<file path="src/rtl/apb_cfg_regs.sv">
// apb_cfg_regs: APB3 completer holding the accelerator configuration/status
// register file. Drives matrix-unit configuration, a one-cycle start pulse,
// busy/done status and a saturating busy-cycle counter.
//
// Optional feature: define APB_PSLVERR_EN to add the PSLVERR output, flagging
// unmapped/misaligned accesses and writes to read-only registers.
//
// Handshake: a transfer is a setup edge (PSEL=1, PENABLE=0 in IDLE) followed
// by one ACCESS cycle with PREADY=1 (zero wait states); writes commit on the
// ACCESS edge only if PSEL, PENABLE and PWRITE are all still high there.
module apb_cfg_regs #(
    parameter int REG_ADDRWIDTH = 8,
    parameter int REG_DATAWIDTH = 32,
    parameter logic [REG_DATAWIDTH-1:0] ID_VALUE = 32'h5450_0001
) (
    input  logic                     clk,
    input  logic                     reset,
    input  logic [REG_ADDRWIDTH-1:0] PADDR,
    input  logic                     PWRITE,
    input  logic                     PSEL,
    input  logic                     PENABLE,
    input  logic [REG_DATAWIDTH-1:0] PWDATA,
    output logic [REG_DATAWIDTH-1:0] PRDATA,
    output logic                     PREADY,
`ifdef APB_PSLVERR_EN
    output logic                     PSLVERR,
`endif
    input  logic                     done_i,
    output logic                     start_o,
    output logic                     busy_o,
    output logic                     accum_en_o,
    output logic [REG_DATAWIDTH-1:0] addr_a_o,
    output logic [REG_DATAWIDTH-1:0] addr_b_o,
    output logic [REG_DATAWIDTH-1:0] addr_c_o,
    output logic [REG_DATAWIDTH-1:0] mat_size_o,
    output logic [0:0]               apb_state
);

    localparam logic [0:0] ST_IDLE   = 1'b0;
    localparam logic [0:0] ST_ACCESS = 1'b1;

    localparam logic [REG_ADDRWIDTH-1:0] ADDR_CTRL     = REG_ADDRWIDTH'('h00);
    localparam logic [REG_ADDRWIDTH-1:0] ADDR_STATUS   = REG_ADDRWIDTH'('h04);
    localparam logic [REG_ADDRWIDTH-1:0] ADDR_A        = REG_ADDRWIDTH'('h08);
    localparam logic [REG_ADDRWIDTH-1:0] ADDR_B        = REG_ADDRWIDTH'('h0C);
    localparam logic [REG_ADDRWIDTH-1:0] ADDR_C        = REG_ADDRWIDTH'('h10);
    localparam logic [REG_ADDRWIDTH-1:0] ADDR_MAT_SIZE = REG_ADDRWIDTH'('h14);
    localparam logic [REG_ADDRWIDTH-1:0] ADDR_CYCLES   = REG_ADDRWIDTH'('h18);
    localparam logic [REG_ADDRWIDTH-1:0] ADDR_ID       = REG_ADDRWIDTH'('h1C);

    logic [0:0]               state;
    logic [REG_ADDRWIDTH-1:0] addr_q;
    logic                     write_q;
    logic [REG_DATAWIDTH-1:0] wdata_q;
    logic                     done_q;
    logic [REG_DATAWIDTH-1:0] cycles_q;
    logic [REG_DATAWIDTH-1:0] rd_mux;

    logic setup;
    logic commit;
    logic wr_ctrl;
    logic wr_status;
    logic start_req;
    logic done_evt;

    assign apb_state = state;
    assign PREADY    = (state == ST_ACCESS);
    assign setup     = (state == ST_IDLE) && PSEL && !PENABLE;
    assign commit    = (state == ST_ACCESS) && PSEL && PENABLE && PWRITE && write_q;
    assign wr_ctrl   = commit && (addr_q == ADDR_CTRL);
    assign wr_status = commit && (addr_q == ADDR_STATUS);
    // A START write is only honoured when no operation is in flight.
    assign start_req = wr_ctrl && wdata_q[0] && !busy_o;
    // Completion only counts while an operation is actually running.
    assign done_evt  = done_i && busy_o;

`ifdef APB_PSLVERR_EN
    logic addr_bad;
    logic ro_write;
    assign addr_bad = (addr_q > ADDR_ID) || (addr_q[1:0] != 2'b00);
    assign ro_write = write_q && ((addr_q == ADDR_CYCLES) || (addr_q == ADDR_ID));
    assign PSLVERR  = (state == ST_ACCESS) && (addr_bad || ro_write);
`endif

    // Read mux decoded from the live address so PRDATA can load at the setup edge.
    always_comb begin
        rd_mux = '0;
        case (PADDR)
            ADDR_CTRL:     rd_mux = {{(REG_DATAWIDTH-2){1'b0}}, accum_en_o, 1'b0};
            ADDR_STATUS:   rd_mux = {{(REG_DATAWIDTH-2){1'b0}}, done_q, busy_o};
            ADDR_A:        rd_mux = addr_a_o;
            ADDR_B:        rd_mux = addr_b_o;
            ADDR_C:        rd_mux = addr_c_o;
            ADDR_MAT_SIZE: rd_mux = mat_size_o;
            ADDR_CYCLES:   rd_mux = cycles_q;
            ADDR_ID:       rd_mux = ID_VALUE;
            default:       rd_mux = '0;
        endcase
    end

    // Two-state APB FSM; latches the transfer attributes at the setup edge.
    always_ff @(posedge clk or posedge reset) begin
        if (reset) begin
            state   <= ST_IDLE;
            addr_q  <= '0;
            write_q <= 1'b0;
            wdata_q <= '0;
        end else begin
            case (state)
                ST_IDLE: begin
                    if (setup) begin
                        state   <= ST_ACCESS;
                        addr_q  <= PADDR;
                        write_q <= PWRITE;
                        wdata_q <= PWDATA;
                    end
                end
                default: state <= ST_IDLE;
            endcase
        end
    end

    // Read data is captured at the setup edge and held until the next read.
    always_ff @(posedge clk or posedge reset) begin
        if (reset) begin
            PRDATA <= '0;
        end else if (setup && !PWRITE) begin
            PRDATA <= rd_mux;
        end
    end

    // Configuration registers written on the ACCESS edge.
    always_ff @(posedge clk or posedge reset) begin
        if (reset) begin
            accum_en_o <= 1'b0;
            addr_a_o   <= '0;
            addr_b_o   <= '0;
            addr_c_o   <= '0;
            mat_size_o <= '0;
        end else if (commit) begin
            case (addr_q)
                ADDR_CTRL:     accum_en_o <= wdata_q[1];
                ADDR_A:        addr_a_o   <= wdata_q;
                ADDR_B:        addr_b_o   <= wdata_q;
                ADDR_C:        addr_c_o   <= wdata_q;
                ADDR_MAT_SIZE: mat_size_o <= wdata_q;
                default: ;
            endcase
        end
    end

    // Start pulse, busy flag and sticky DONE; a completion beats a W1C clear.
    always_ff @(posedge clk or posedge reset) begin
        if (reset) begin
            start_o <= 1'b0;
            busy_o  <= 1'b0;
            done_q  <= 1'b0;
        end else begin
            start_o <= start_req;
            if (start_req) begin
                busy_o <= 1'b1;
            end else if (done_evt) begin
                busy_o <= 1'b0;
            end
            if (done_evt) begin
                done_q <= 1'b1;
            end else if (wr_status && wdata_q[1]) begin
                done_q <= 1'b0;
            end else if (start_req) begin
                done_q <= 1'b0;
            end
        end
    end

    // Saturating busy-cycle counter, cleared when a new operation starts.
    always_ff @(posedge clk or posedge reset) begin
        if (reset) begin
            cycles_q <= '0;
        end else if (start_req) begin
            cycles_q <= '0;
        end else if (busy_o && (cycles_q != '1)) begin
            cycles_q <= cycles_q + REG_DATAWIDTH'(1);
        end
    end

endmodule
</file>
<file path="config.mk">
export PLATFORM = sky130hd
export DESIGN_NAME = apb_cfg_regs
export DESIGN_NICKNAME = d
export VERILOG_FILES = /design/src/rtl/apb_cfg_regs.sv
export SDC_FILE = /design/constraint.sdc
export NUM_CORES = 1
export LEC_CHECK = 0
export CELL_PAD_IN_SITES_DETAIL_PLACEMENT = 1
export CELL_PAD_IN_SITES_GLOBAL_PLACEMENT = 1
export CORE_UTILIZATION = 37
export CTS_BUF_LIST = sky130_fd_sc_hd__clkbuf_16
export DETAILED_ROUTE_END_ITERATION = 10
export PLACE_DENSITY = 0.72
export SLEW_MARGIN = 40
export SYNTH_ARGS = -nofsm -noshare
export SYNTH_HDL_FRONTEND = slang
export SYNTH_SLANG_ARGS = --single-unit
</file>
<file path="constraint.sdc">
create_clock -name clk -period 7.9 [get_ports clk]
set_clock_uncertainty 0.15 [all_clocks]
set_input_delay 0.79 -clock clk [delete_from_list [all_inputs] [get_ports clk]]
set_output_delay 0.79 -clock clk [all_outputs]
set_load 0.02 [all_outputs]
</file>
# Word level (Yosys, flattened, before mapping)
# Cells that the tools add are included.
[word_totals] ff_bits=238 latchBits=0 ram_bits=0 romBits=0 input_bits=46 output_inout_bits=165 wordCells=67 n_memories=0
[classes] n_addsub=1 multipliers=0 div_mod_pow=0 order_cmp=0 eq_ne=13 shift=0 muxes=10 n_bitwise=1 reduce_logical=28
[ops] operator="$pmux 32 s8" count=1
[ops] operator="$mux 32" count=2
[ops] operator="$eq 8x5->1 const B" count=6
[ops] operator="$add 32x1->32 const B" count=1
[ops] operator="$eq 8x4->1 const B" count=4
[ops] operator="$ne 32x32->1 const B" count=1
[ops] operator="$eq 8x3->1 const B" count=2
[ops] operator="$logic_not 8->1" count=2
[ops] operator="$logic_and 1x1->1" count=14
[ops] operator="$reduce_and 2->1" count=6
[ops] operator="$mux 1" count=7
[ops] operator="$reduce_bool 2->1" count=2
[ops] operator="$logic_not 1->1" count=3
[ops] operator="$reduce_bool 3->1" count=1
[ops] operator="$not 1->1" count=1

# Logic depth before layout (Yosys ltp)
# Gate-level depths: netlist of the first run.
[logic_depth] word_depth=10 mapped_depth=8 mapped_depth_nobuf=6

# Worst setup path before layout of the first run
# Ideal clock, no wire load.
[synth_timing] path_kind="in2reg" from="in PADDR[7]" to="reg PRDATA[10]" setup_ns=0.064 arrival_time_ns=2.414 required_ns=7.686 slack_ns=5.271 stages=7 n_path_buf=2 cell_sequence="or4_4 > buf_6 > nor4_4 > buf_6 > a22oi_1 > a31oi_1 > a21o_1"
[synth_between] elab_chain_len=2 word_cells_on_any_way=9 classes_between="7 x eq/ne; 1 x mux; 1 x reduce/logical"
[synth_lines] element="start, declared" line="18" text="input logic [REG_ADDRWIDTH-1:0] PADDR,"
[synth_lines] element="$eq 8x5->1 (tied with other cells)" line="88" text="case (PADDR)"
[synth_lines] element="$pmux 32 s8 (*)" line="88"
[synth_lines] element="end signal, assigned" line="128" text="PRDATA <= rd_mux;"
[synth_lines] element="end, declared" line="23" text="output logic [REG_DATAWIDTH-1:0] PRDATA,"
# Every way passes the cells marked *; elsewhere a longest branch is shown, timed or not.
# A chain may end at the register's enable or synchronous reset.

# Worst setup path after layout of the first run
[layout_timing] from="in PSEL" to="reg PRDATA[20]"
[layout_between] elab_chain_len=3
[layout_lines] element="start, declared" line="20" text="input logic PSEL,"
[layout_lines] element="$logic_and 1x1->1 (2 in series)" line="68" text="assign setup = (state == ST_IDLE) && PSEL && !PENABLE;"
[layout_lines] element="$logic_and 1x1->1" line="127" text="end else if (setup && !PWRITE) begin"
# No other way between the ends.

==> results of run 1 <==
==> area by class of cell <==
| cell class | count | area [um^2] |
|---|---|---|
| clock inverter | 19 | 161 |
| tap | 378 | 473 |
| clock buffer | 27 | 676 |
| inverter | 10 | 45.0 |
| fill | 2864 | 13900 |
| sequential | 238 | 5960 |
| multi-input combinational | 520 | 4270 |
| timing repair buffer | 228 | 2270 |
==> per-stage QoR <==
| step | setup slack (ps) | total power, mW |
|---|---|---|
| floorplan | 429 | 1.42 |
| global placement | 3900 | 1.50 |
| detailed placement | 3760 | 1.50 |
| CTS | 4320 | 2.72 |
| global route | 4140 | 2.79 |
| finish | 4360 | 2.69 |
==> logic make-up after synthesis <==
group / after synthesis / synth area share
buffers and inverters: 62 / 0.0284
muxes: 176 / 0.189
and+or+nand+nor: 162 / 0.0882
adders and majority gates: 1 / 0.00120
xor gates and xnor gates: 6 / 0.00503
DFF: 238 / 0.569
AOI/OAI and AO/OA: 175 / 0.119
==> worst max-delay path: stages <==
cell and delay [ps]:
clkdlybuf4s50_1 490, nor3b_2 170, buf_4 570, nand2b_2 560, buf_4 430, nor3_1 510, a21oi_1 90, a31oi_1 190
==> registers in the layout, summed over array words and instances (netlist names) <==
register    flops
busy_o          1
done_q          1
mat_size_o     32
accum_en_o      1
PREADY          1
start_o         1
PRDATA         32
addr_q          8
addr_b_o       32
write_q         1
addr_c_o       32
addr_a_o       32
cycles_q       32
wdata_q        32
==> report_power, final <==
| part | total [mW] | leakage, nW | internal, mW | switching (mW) |
|---|---|---|---|---|
| Combinational | 0.158 | 2.54 | 0.0775 | 0.0802 |
| Sequential | 1.32 | 3.09 | 1.27 | 0.0566 |
| Clock | 1.21 | 0.424 | 0.711 | 0.496 |
| Total | 2.69 | 6.05 | 2.05 | 0.632 |
==> layout by cell type (no fill, tap or decap), types with 4 or more instances in the layout <==
master	n
dfrtp_1	238
clkdlybuf4s50_1	210
mux2_2	170
nand2_1	56
a22oi_1	55
a31oi_1	28
clkbuf_16	27
a21o_1	25
a21oi_1	19
nor2_1	15
buf_4	14
inv_1	12
o21ai_0	11
nand3_1	11
nand4_1	10
nor3_1	9
and4_1	9
or3_1	9
or4_1	9
o211ai_1	7
mux2i_1	6
clkinv_2	6
clkinv_1	6
o31ai_1	5
and3_1	4
nand3b_1	4
nor4_4	4
o41ai_1	4
==> worst paths after layout <==
| kind | start | endpoint | slack [ps] | depth (start not counted) |
|---|---|---|---|---|
| hold reg to reg | PRDATA[4] | PRDATA[4] | 330 | 1 |
| setup / recovery | PSEL | PRDATA[20] | 4360 | 8 |
| max in group asynchronous | reset | cycles_q[7] | 5860 | 3 |
| min in group asynchronous | reset | mat_size_o[6] | 640 | 2 |
| setup reg to reg | PREADY | PRDATA[20] | 4650 | 7 |
| hold / removal | PRDATA[4] | PRDATA[4] | 330 | 1 |
==> metal layers <==
layer / vias up / GRT usage / share of wire
met2: 193 / 0.359 / 0.48
met4: 0 / 0.0470 / 0.015
met1: 4098 / 0.303 / 0.45
met5: - / 0 / 0
li1: 3497 / - / -
met3: 40 / 0.0430 / 0.054
==> impl_metrics.env, run 1 <==
export IMPL_synth_edf_count=0
export IMPL_first_iter_violations=406
export IMPL_synth_common_cells="dfrtp_1, mux2_2, nand2_1, a22oi_1, clkbuf_1"
export IMPL_leakage_nw=6.05
export IMPL_cp_required_ps=8200
export IMPL_cts_sinks=238
export IMPL_place_inst=1374
export IMPL_ys_async_sr_fraction=1.00
export IMPL_cp_arrival_ps=3830
export IMPL_endpoint_kind="register"
export IMPL_final_max_slew_violation_count=0
export IMPL_grt_max_degree=96
export IMPL_portBuffers=210
export IMPL_drc=0
export IMPL_cts_root_buffer_cell="clkbuf_16"
export IMPL_vdd_drop_max_mv=0.175
export IMPL_insertedDiodeCount=0
export IMPL_fin_setup_tns_ps=0
export IMPL_fmax_mhz=283
export IMPL_synth_cell_types=55
export IMPL_synth_top_cell_area_share=0.569
export IMPL_postPlaceCellArea_um2=13000
export IMPL_utilization=0.499
export IMPL_synth_most_common_cell="dfrtp_1"
export IMPL_fin_nets=1071
export IMPL_antenna_found_initial=0
export IMPL_syn2layout_area_growth_pct=32.4
export IMPL_start_util=0.376
export IMPL_cap_violations=0
export IMPL_drt_pre_antenna_iters=6
export IMPL_syn_area_um2=10500
export IMPL_wl_um=30800
export IMPL_dp_hpwl_um=21000
export IMPL_wl_per_cell_um=21.7
export IMPL_hold_viol_final=0
export IMPL_cts_setup_buffers=0
export IMPL_final_cells=1420
export IMPL_die_width_um=170
export IMPL_path_clk_slew_ps=60
export IMPL_rsz0062_at_grt="no"
export IMPL_grt_pass1_vias=8273
export IMPL_fin_area_um2=13800
export IMPL_worstPathMaxFanout=43
export IMPL_grt_overflow=0
export IMPL_ios=211
export IMPL_drive_above_1_share=0.231
export IMPL_synth_area_leader_cell="dfrtp_1"
export IMPL_setup_viol_count_final=0
export IMPL_postCtsHoldBufs=0
export IMPL_powerDensity_nw_per_um2=194
export IMPL_syn_nets=867
export IMPL_ys_flop_type="dfrtp_1"
export IMPL_grt_pass1_wl_um=49600
export IMPL_clk_latency_ps=530
export IMPL_core_region_area_um2=27800
export IMPL_start_kind="input pin"
export IMPL_tritoncts="yes"
export IMPL_ys_seq_area_frac=0.569
export IMPL_fin_hold_ws_ps=333
export IMPL_gp_congestion=0.796
export IMPL_dieArea_um2=28900
export IMPL_worst_slew_margin_rel=0.493
export IMPL_synth_cells=820
export IMPL_clockBufferDepth=3
export IMPL_cts_resized=0
export IMPL_netlist_top_cells_area="dfrtp_1, mux2_2, a22oi_1, nand2_1, a21o_1"
export IMPL_numCtsBuffers=26
export IMPL_die_y_um=170
export IMPL_viasPerCell=5.51
export IMPL_antenna_left=0
export IMPL_vias=7828
export IMPL_worst_slew_pin_slew_ps=760
export IMPL_outcome="completed"
export IMPL_ys_ff_latch=238
export IMPL_syn_mean_instance_area_um2=12.8
export IMPL_num_rows=61
export IMPL_fin_crit_sh=0.448
export IMPL_period_needed_ps=3540
export IMPL_htree_num_levels=1
export IMPL_hold_class="register to register"
export IMPL_worstSetupPathType="input pin to register"
export IMPL_yosys_warnings=0
export IMPL_track_usage=0.220
Note: power is estimated with default switching activity, not from simulation.
==> inputs of run 2 (changes only) <==
Clock period 7.9 ns to 3 ns, I/O delays scaled along.
==> impl_metrics.env, run 2 (synthesis results as in run 1) <==
export IMPL_outcome="finished with violations"
export IMPL_failed_checks="hold timing"
export IMPL_hold_viol_final=4
export IMPL_gp_congestion=0.792
export IMPL_die_width_um=170
export IMPL_worstPathMaxFanout=16
export IMPL_max_stage_delay_ps=560
export IMPL_hold_class="input pin to async pin"
export IMPL_start_util=0.376
export IMPL_cts_resized=0
export IMPL_htree_num_levels=1
export IMPL_vias=7932
export IMPL_worstSetupPathType="register to register"
export IMPL_dieArea_um2=28900
export IMPL_place_inst=1399
export IMPL_crit_buf_inv=1
export IMPL_num_rows=61
export IMPL_cp_arrival_ps=2730
export IMPL_syn2layout_area_growth_pct=35.9
export IMPL_postCtsHoldBufs=0
export IMPL_drc=0
export IMPL_final_cell_mix="dfrtp_1, clkdlybuf4s50_1, mux2_2"
export IMPL_fmax_mhz=405
export IMPL_tritoncts="yes"
export IMPL_final_common_cell="dfrtp_1"
export IMPL_multiInputGateArea_um2=4260
export IMPL_path_clk_slew_ps=60
export IMPL_utilization=0.511
export IMPL_portBuffers=210
export IMPL_vdd_drop_max_mv=0.370
export IMPL_insertedDiodeCount=0
export IMPL_worst_slew_pin_slew_ps=712
export IMPL_wl_per_cell_um=21.9
export IMPL_fin_hold_ws_ps=-0.476
export IMPL_die_y_um=170
export IMPL_leakage_nw=6.26
export IMPL_grt_pass1_wl_um=50400
export IMPL_antenna_left=0
export IMPL_viasPerCell=5.46
export IMPL_track_usage=0.225
export IMPL_drive_above_1_share=0.256
export IMPL_cp_required_ps=3260
export IMPL_final_max_slew_violation_count=0
export IMPL_final_seq_area_um2=5960
export IMPL_dp_hpwl_um=22000
export IMPL_antenna_found_initial=0
export IMPL_grt_max_degree=51
export IMPL_wl_um=31800
export IMPL_drt_pre_antenna_iters=5
export IMPL_clk_latency_ps=550
export IMPL_setup_ws_ps=530
export IMPL_cpLargestDelayFamily="compound AO/OA/AOI/OAI gates"
export IMPL_numCtsBuffers=28
export IMPL_fin_nets=1099
export IMPL_pre_cts_slack_ps=316
export IMPL_period_needed_ps=2470
export IMPL_setup_viol_count_final=0
export IMPL_grt_overflow=0
export IMPL_grt_pass1_vias=8538
export IMPL_powerDensity_nw_per_um2=527
export IMPL_ios=211
export IMPL_fin_crit_sh=0.823
export IMPL_worst_slew_margin_rel=0.525
export IMPL_endpoint_kind="register"
export IMPL_crit_chain="ha_1 -> and4_1 -> nand2_1 -> o41ai_2 -> buf_4 -> o311ai_0 -> o41ai_1"
export IMPL_rsz0062_at_grt="no"
export IMPL_first_iter_violations=420
export IMPL_cts_setup_buffers=0
export IMPL_core_region_area_um2=27800
export IMPL_final_cells=1452
export IMPL_cap_violations=0
export IMPL_crit_path_top_delay_cell="o41ai_2"
export IMPL_start_kind="register"
export IMPL_cts_root_buffer_cell="clkbuf_16"
export IMPL_fillers=2874
export IMPL_cts_sinks=238
export IMPL_clockBufferDepth=3
==> run 2: cell count changes in the layout (fill, tap and decap cells not counted), sizes merged <==
cell      before  now
bufinv         3    5
clkinvlp       1    2
inv           13   14
clkbuf        27   29
buf           18   44
==> run 2: metal layers <==
| layer | vias to the layer above | global-route usage | share of wire |
|---|---|---|---|
| li1 | 3561 | - | - |
| met1 | 4108 | 0.297 | 0.44 |
| met2 | 224 | 0.378 | 0.49 |
| met3 | 39 | 0.0460 | 0.056 |
| met4 | 0 | 0.0517 | 0.018 |
| met5 | - | 0 | 0 |
==> run 2: final cells by class <==
cell class	count	area share
flip-flops and latches	238	0.419
multi-input cells	520	0.300
repair buffers	254	0.177
clock buffers	29	0.0511
well taps	378	0.0333
clock inverters	23	0.0170
inverters	10	0.00291
==> run 2: worst paths after layout <==
kind                             endpoint  slack (ps)         from  cells past startpoint
max in group asynchronous  mat_size_o[16]        1920        reset                      4
hold reg to reg                PRDATA[21]         330   PRDATA[21]                      1
hold / removal                addr_a_o[5]        -0.5        reset                      2
setup reg to reg              cycles_q[3]         530  cycles_q[1]                      7
setup / recovery              cycles_q[3]         530  cycles_q[1]                      7
min in group clk              wdata_q[26]         210   PWDATA[26]                      2
==> run 2: power breakdown <==
part	internal (mW)	total (mW)	leakage, nW	switching, mW
Sequential	3.33	3.49	3.09	0.154
Clock	2.18	3.56	0.491	1.38
Combinational	0.226	0.442	2.68	0.216
Total	5.74	7.49	6.26	1.75
==> run 2: worst register-to-register path: stages, from the launching register on <==
cell and delay [ps]:
dfrtp_1 460, ha_1 200, and4_1 220, nand2_1 220
o41ai_2 560, buf_4 300, o311ai_0 140, o41ai_1 100
==> run 2: stage by stage <==
stage	TNS [ps]	instance area, um^2	hold slack [ps]	power (mW)
final	0	14200	-0.476	7.49
after global routing	0	14200	6.51	7.76
after CTS	0	14200	140	7.56
after detailed placement	0	13200	321	3.99
after global placement	0	13200	311	3.97
after floorplan	-135630	10500	246	3.74
